$ cat src/rtl/out_port_arb_pkg.sv
// -----------------------------------------------------------------------------
// out_port_arb_pkg
// Shared router definitions: flit width, position of the multicast flag inside
// a flit, and the state encoding of the output-stage register.
// No ports (package).
// -----------------------------------------------------------------------------
package out_port_arb_pkg;

   localparam int DATASIZE  = 30;  // flit width in bits
   localparam int MCAST_BIT = 0;   // flit[MCAST_BIT] = 1 marks a multicast flit

   // Output register occupancy: EMPTY has nothing to offer downstream,
   // HOLD presents a flit with out_valid high.
   typedef enum logic {
      ST_EMPTY = 1'b0,
      ST_HOLD  = 1'b1
   } arb_state_e;

endpackage : out_port_arb_pkg

$ cat src/rtl/out_port_arb_rr_pick.sv
// -----------------------------------------------------------------------------
// rr_pick
// Purely combinational round-robin selector. Scans the request vector starting
// at ptr_i, ascending with wrap from NUM_IN-1 back to 0; the first set request
// wins.
//   req_i  : request vector, one bit per requester
//   ptr_i  : search start position (expected < NUM_IN)
//   gnt_o  : one-hot winner (all-zero when no request is set)
//   idx_o  : binary index of the winner (0 when no request is set)
//   any_o  : at least one request is set
// -----------------------------------------------------------------------------
module rr_pick #(
   parameter int NUM_IN = 5,
   parameter int PTRW   = 3
) (
   input  logic [NUM_IN-1:0] req_i,
   input  logic [PTRW-1:0]   ptr_i,
   output logic [NUM_IN-1:0] gnt_o,
   output logic [PTRW-1:0]   idx_o,
   output logic              any_o
);

   always_comb begin
      gnt_o = '0;
      idx_o = '0;
      any_o = 1'b0;
      for (int k = 0; k < NUM_IN; k++) begin
         int cand;
         // Position k steps after the pointer, folded back into 0..NUM_IN-1.
         cand = int'(ptr_i) + k;
         if (cand >= NUM_IN) cand = cand - NUM_IN;
         if (!any_o && req_i[cand]) begin
            any_o       = 1'b1;
            gnt_o[cand] = 1'b1;
            idx_o       = PTRW'(cand);
         end
      end
   end

endmodule : rr_pick

$ cat src/rtl/out_port_arb.sv
// -----------------------------------------------------------------------------
// out_port_arb
// Output-port arbiter of a router: picks one of NUM_IN show-ahead input FIFOs
// round-robin and moves its head flit into a one-entry output register that
// feeds the downstream FIFO. Back-to-back transfers sustain one flit per cycle.
//   fifo_clk : clock, rising edge
//   rst_n    : asynchronous active-low reset
//   in_valid : per-requester FIFO non-empty flags
//   in_data  : per-requester head flits, requester i at [i*DATASIZE +: DATASIZE]
//   in_ready : one-hot pop strobe, asserted in the grant cycle
//   out_data : registered flit towards the downstream FIFO
//   out_valid: registered write enable towards the downstream FIFO
//   out_full : downstream FIFO full
//   flit_cnt : number of flits delivered downstream, saturating
// -----------------------------------------------------------------------------
module out_port_arb #(
   parameter int DATASIZE = out_port_arb_pkg::DATASIZE,
   parameter int NUM_IN   = 5,
   parameter int PTRW     = 3
) (
   input  logic                       fifo_clk,
   input  logic                       rst_n,
   input  logic [NUM_IN-1:0]          in_valid,
   input  logic [NUM_IN*DATASIZE-1:0] in_data,
   output logic [NUM_IN-1:0]          in_ready,
   output logic [DATASIZE-1:0]        out_data,
   output logic                       out_valid,
   input  logic                       out_full,
   output logic [15:0]                flit_cnt
);

   import out_port_arb_pkg::*;

   arb_state_e            state_q, state_d;
   logic [DATASIZE-1:0]   out_data_q, out_data_d;
   logic [PTRW-1:0]       rr_ptr_q, rr_ptr_d;
   logic [15:0]           flit_cnt_q, flit_cnt_d;

   logic                  xfer;
   logic                  load_ok;
   logic                  grant;
   logic [NUM_IN-1:0]     pick_gnt;
   logic [PTRW-1:0]       pick_idx;
   logic                  pick_any;
   logic [DATASIZE-1:0]   flit_arr [NUM_IN];
   logic [DATASIZE-1:0]   sel_flit;

   // Unpack the flat head-flit bus into one slice per requester.
   for (genvar gi = 0; gi < NUM_IN; gi++) begin : g_unpack
      assign flit_arr[gi] = in_data[gi*DATASIZE +: DATASIZE];
   end

   rr_pick #(
      .NUM_IN (NUM_IN),
      .PTRW   (PTRW)
   ) u_rr_pick (
      .req_i  (in_valid),
      .ptr_i  (rr_ptr_q),
      .gnt_o  (pick_gnt),
      .idx_o  (pick_idx),
      .any_o  (pick_any)
   );

   // One-hot AND-OR mux of the winning flit.
   always_comb begin
      sel_flit = '0;
      for (int i = 0; i < NUM_IN; i++) begin
         if (pick_gnt[i]) sel_flit = sel_flit | flit_arr[i];
      end
   end

   // ---- FSM: state register --------------------------------------------------
   always_ff @(posedge fifo_clk or negedge rst_n) begin
      if (!rst_n) state_q <= ST_EMPTY;
      else        state_q <= state_d;
   end

   // ---- FSM: next state ------------------------------------------------------
   always_comb begin
      state_d = state_q;
      case (state_q)
         ST_EMPTY: if (grant) state_d = ST_HOLD;
         ST_HOLD:  if (xfer)  state_d = grant ? ST_HOLD : ST_EMPTY;
         default:  state_d = ST_EMPTY;
      endcase
   end

   // ---- FSM: outputs ---------------------------------------------------------
   // rst_n gates the grant because the asynchronously cleared state looks
   // loadable; no pop may escape while reset is held.
   always_comb begin
      out_valid = (state_q == ST_HOLD);
      xfer      = out_valid && !out_full;
      load_ok   = !out_valid || xfer;
      grant     = load_ok && pick_any && rst_n;
      in_ready  = grant ? pick_gnt : '0;
   end

   // ---- Datapath next state --------------------------------------------------
   always_comb begin
      out_data_d = out_data_q;
      rr_ptr_d   = rr_ptr_q;
      flit_cnt_d = flit_cnt_q;
      if (grant) begin
         out_data_d = sel_flit;
         rr_ptr_d   = (pick_idx == PTRW'(NUM_IN-1)) ? '0 : pick_idx + 1'b1;
      end
      if (xfer && (flit_cnt_q != 16'hFFFF)) flit_cnt_d = flit_cnt_q + 16'd1;
   end

   always_ff @(posedge fifo_clk or negedge rst_n) begin
      if (!rst_n) begin
         out_data_q <= '0;
         rr_ptr_q   <= '0;
         flit_cnt_q <= '0;
      end else begin
         out_data_q <= out_data_d;
         rr_ptr_q   <= rr_ptr_d;
         flit_cnt_q <= flit_cnt_d;
      end
   end

   assign out_data = out_data_q;
   assign flit_cnt = flit_cnt_q;

endmodule : out_port_arb

$ cat config.mk
export PLATFORM = sky130hd
export DESIGN_NAME = out_port_arb
export DESIGN_NICKNAME = d
export VERILOG_FILES = /design/src/rtl/out_port_arb_pkg.sv /design/src/rtl/out_port_arb_rr_pick.sv /design/src/rtl/out_port_arb.sv
export SDC_FILE = /design/constraint.sdc
export NUM_CORES = 1
export LEC_CHECK = 0
export CAP_MARGIN = 15
export CELL_PAD_IN_SITES_DETAIL_PLACEMENT = 1
export CELL_PAD_IN_SITES_GLOBAL_PLACEMENT = 2
export CORE_MARGIN = 2
export CORE_UTILIZATION = 22
export DETAILED_ROUTE_END_ITERATION = 10
export PLACE_DENSITY = 0.77
export SYNTH_ARGS = -nofsm -noshare
export SYNTH_HDL_FRONTEND = slang
export SYNTH_SLANG_ARGS = --single-unit
$ cat constraint.sdc
create_clock -name fifo_clk -period 4.56 [get_ports fifo_clk]
set_input_delay 0.912 -clock fifo_clk [delete_from_list [all_inputs] [get_ports fifo_clk]]
set_output_delay 0.912 -clock fifo_clk [all_outputs]
set_load 0.05 [all_outputs]
======== After elaboration in Yosys (flattened, before gate mapping) ========
Index checks and enable logic that the tools add are counted.
operators by class
  reductions and logical operators ........ 20
  bitwise operators ....................... 9
  equal/unequal tests ..................... 2
  $add $sub $neg .......................... 11
  $lt $le $gt $ge ......................... 15
  muxes and demuxes ....................... 55
operator list
  cell                     number
  $ge A32 B1 Y1 const B    5
  $lt A32 B5 Y1 const B    5
  $mux W32                 5
  $mux W30                 5
  $ge A32 B4 Y1 const B    4
  $sub A32 B4 Y32 const B  4
  $or A30 B30 Y30          4
  $mux W5                  6
  $mux W1                  22
  $or A5 B5 Y5             4
  $mux W3                  6
  $add A16 B1 Y16 const B  1
  $ne A16 B16 Y1 const B   1
  $bmux W1 S3              5
  $demux W1 S3             5
  $logic_and A1 B1 Y1      13
  $add A3 B2 Y4 const B    2
  $logic_not A1 Y1         6
  $add A3 B1 Y4 const B    1
  $add A3 B3 Y4 const B    1
  $sub A3 B3 Y4 const B    1
  $add A3 B1 Y3 const B    1
  $eq A3 B3 Y1 const B     1
  $ge A3 B3 Y1 const B     1
  other kinds (3)          3
storage, ports and cells
  output and inout port bits .............. 52
  bits in registers ....................... 50
  input bits .............................. 158

======== Depth between registers and ports, before layout ========
Gate-level depths: netlist of run 1.
  word-level depth ........................ 27
  gate-level depth with buffers ........... 20
  gate-level depth less buffers ........... 17

======== By module ========
A second synthesis of run 1 with hierarchy kept.
unflattened totals
  cells, all modules ...................... 528
  area, all modules ....................... 4573.1 um^2
modules (own cells, without submodules)
  module        times used  cells an instance  area each (um^2)  sequential area each (um^2)
  out_port_arb  1           274                2726.4            1251.2
  rr_pick       1           254                1846.8            0.0

======== Least setup slack after synthesis of run 1 ========
No wires, ideal clock.
  path type ............................... flip-flop to output port
  from .................................... reg rr_ptr_q[0]
  to ...................................... out in_ready[4]
  setup slack ............................. -0.128 ns
  data required time ...................... 3.648 ns
  data arrival time ....................... 3.776 ns
  stages on the path, launching flop included .. 14
  cells stage by stage .................... dfrtp_1 -> buf_4 -> inv_2 -> buf_2 -> ha_1 -> ha_1 -> clkbuf_1 -> a311oi_1 -> a311oi_1 -> a31oi_2 -> a211oi_1 -> a221o_1 -> clkbuf_1 -> and2_1
between the ends
  cells in the longest elaborated chain, start to end .. 21
  elaborated cells on any way between the ends .. 84
RTL lines
  what                                                                      line                 RTL
  from (decl)                                                               out_port_arb.sv:36   logic [PTRW-1:0] rr_ptr_q, rr_ptr_d;
  from (signal assigned)                                                    out_port_arb.sv:118  rr_ptr_q <= rr_ptr_d;
  parallel branches: the longest is 20 deep, another holds $sub A32 B4 Y32  -
  $mux W5 (*)                                                               out_port_arb.sv:96   in_ready = grant ? pick_gnt : '0;
  to (decl)                                                                 out_port_arb.sv:25   output logic [NUM_IN-1:0] in_ready,
Every way passes the cells marked *. The select of a mux whose other input is x is not followed.

======== Worst setup path after layout of run 1 ========
Ends and elaborated chain as after synthesis.

==> impl_metrics.ini, run 1 <==
[yosys]
syn_inst = 524
synth_top_family_by_area = compound AO/OA/AOI/OAI gates
synthXorXnorAreaFrac_pct = 4.82
yosysTopAreaCell = dfrtp_1
synthSimpleGateAreaFrac_pct = 19.2
synth_compound_area_share_pct = 35.2
synth.area.top_cells = dfrtp_1 (26%), a221oi_2 (9.2%), ha_1 (6.6%)
synth_seq_cells = 50
synth.mux.area_fraction_pct = 1.48
yosysTopAreaCellShare_pct = 26.5
async_reset_ff_share_pct = 100
synth_edf_count = 0
synth-seq-area-share_pct = 26.5
synthAdderAreaFrac_pct = 7.04
ys.flop_type = dfrtp_1
synth_cell_types = 77
syn-num-nets = 708
synth.avg_cell_area_um2 = 9.02
ys_warn_count = 0
synthesis.area_um2 = 4730

[power]
power_leakage_nw = 3.08
max-vdd-ir-drop_mv = 0.474
cellPowerDensity_nw_per_um2 = 984
p_total_mw = 7.70

[min_path]
holdPathStages = 1
hp-class = reg2reg

[clock_tree]
clock-root-buffer = clkbuf_16
cts.sinks = 50
cts_tree = done
cts_buffer_depth = 2
clk_latency_ns = 0.31
path_clk_slew_ns = 0.08
holdBufCountCts = 0
h-tree-depth = 2
cts_inserted_buffers = 5

[route]
drtIter0Drc = 301
viasPerCell = 5.22
wire_per_inst_um = 21.5
wl_mm = 22.4
vias = 5442
route.antenna.remaining_nets = 0
remaining_drc_errors = 0
dr.pass1.iters = 6

[floorplan]
start_util_pct = 22.4
dieArea_um2 = 22700
core_area_um2 = 21100
die_h_um = 151
die_w_um = 151
std_cell_rows = 53
io_pins = 210

[placed_design]
gp_congestion = 0.832
portBuffers = 209
dp.cells = 1014
dp.final_hpwl_mm = 17.5

[finish]
drive_gt1_share_pct = 20.9
final_cell_mix = clkdlybuf4s50_1 (203), buf_4 (61), nand2_1 (49), dfrtp_1 (49), nor2_1 (46)
final-instance-count-excl-fill = 1042
num-nets-final = 950
area_growth_pct = 65.5
layout_commonest_cell = clkdlybuf4s50_1
antenna_cells = 0
final.fill_count = 2435

[timing]
finClkSkew_ns = 0.0166
tightest_slew_ns = 0.695
finalSetupViolations = 0
slew_headroom_pct = 53.3
fmax_mhz = 224
finalHoldViolCount = 0
slew_violations = 0
rsz0062_at_grt = true
fin_crit_sh_pct = 98.1
fin_crit_ns = 4.47

[setup_path]
cp_cell_sequence = inv_4 > buf_4 > buf_4 > ha_1 > nand2b_1 > a2111oi_4 > or2_4 > o2111ai_4 > and2_4 > mux2i_1 > a221o_1 > and2_2 > buf_12
crit_path_end_kind = primary output
crit_fanout = 9
start_kind = register
cpPeakStageDelay_ns = 0.43
ff2ff_path_depth = 14
crit_cells = 13
path_buf_inv = 4
critical_path.top_delay_family = compound AO/OA/AOI/OAI gates
arrival_ns = 3.56
critPathRequiredTime_ns = 3.65
cp_common_cell = buf_4
cpMaxStageDelayCell = a2111oi_4
critical_path_class = reg2out

[global_route]
track_usage_pct = 19.1
gr-total-overflow = 0
grt_pass1_wl_mm = 33.6
antenna_found_initial = 1
grt_max_degree = 51
grt_pass1_vias = 5904

[run]
maxCapViolCount = 0

[run_status]
status = finished clean
==> report_power, final <==
part	switching, mW	total (mW)	internal [mW]
sequential	0.142	0.783	0.641
combinational	3.92	6.51	2.59
clock	0.196	0.406	0.210
==> flip-flops by register name, summed over array words and instances, names as in the netlist <==
signal,cells
flit_cnt,16
out_data,30
out_valid,1
rr_ptr_q,3
==> area by class of cell <==
type	instances	area (µm²)	share of cell area, %
tap	275	344	4.40
timing repair buffer	273	2640	33.7
multi-input combinational	424	3380	43.2
inverter	12	51.3	0.655
sequential	50	1250	16.0
clock buffer	5	125	1.60
clock inverter	3	28.8	0.368
==> logic make-up (layout without fill, tap and decap cells) <==
logic type               after synthesis  count (layout)
buffers and inverters                 51             293
flip-flops                            50              50
AO/OA/AOI/OAI                        186             186
AND/OR/NAND/NOR                      181             182
adder cells (fa/ha/maj)               26              26
multiplexers                           7               7
XOR/XNOR                              23              23
==> metrics by stage <==
| step | worst slack, ns | cell area [µm²] | utilization, % | hold WS (ns) | setup TNS (ns) |
|---|---|---|---|---|---|
| floorplan | -0.00668 | 4730 | - | 0.616 | -0.00668 |
| global placement | 0.0327 | 7360 | 34.9 | 0.485 | 0 |
| detailed placement | -0.0342 | 7360 | 34.9 | 0.498 | -0.0731 |
| CTS | -0.00955 | 7630 | 36.2 | 0.516 | -0.00955 |
| global route | -0.0670 | 7830 | 37.1 | 0.550 | -0.132 |
| finish | 0.0879 | 7830 | 37.1 | 0.511 | 0 |
==> final timing paths <==
check,startpoint,slack (ns),to
worst max-delay path,rr_ptr_q[0],0.09,in_ready[4]
min in group asynchronous,rst_n,0.80,out_data[3]
worst min register to register,flit_cnt[15],0.51,flit_cnt[15]
worst max register to register,rr_ptr_q[0],0.55,out_data[18]
worst min-delay path,flit_cnt[15],0.51,flit_cnt[15]
max in group asynchronous,rst_n,3.27,rr_ptr_q[2]
==> routing by layer <==
layer | GRT usage (%) | vias to the layer above | routed length [µm]
li1 | - | 2522 | -
met1 | 24.7 | 2727 | 9470
met2 | 32.5 | 173 | 11300
met3 | 5.18 | 18 | 1440
met4 | 3.13 | 2 | 211
met5 | 0 | - | 7
==> cell usage after synthesis (all sizes together) (4+ instances only) <==
cell and n:
xor2 5, xnor2 18, a221oi 34, ha 25, clkbuf 14, a211o 4, inv 12, dfrtp 50
a21oi 45, mux2i 7, nor3 6, and2 11, a211oi 5, a21boi 5, nor2 46, a222oi 30
nand2 49, o21ai 14, nor2b 4, and3 6, nand2b 14, nand3 20, nand4 6, o31ai 9
buf 25
==> repair_timing <==
item | in CTS | in global routing
setup endpoints to repair | 5 | 5
gates cloned | 1 | 0
setup buffers | 3 | 16
pin swaps | 5 | 12
gates resized for setup | 15 | 22
No activity file was read; power rests on OpenSTA's default activity.
==> run 2, diff against run 1 <==
Settings changed: CTS_CLUSTER_SIZE from default to 12.
==> results of run 2 <==
Final layout, timing and power as in run 1 (identical DEF).
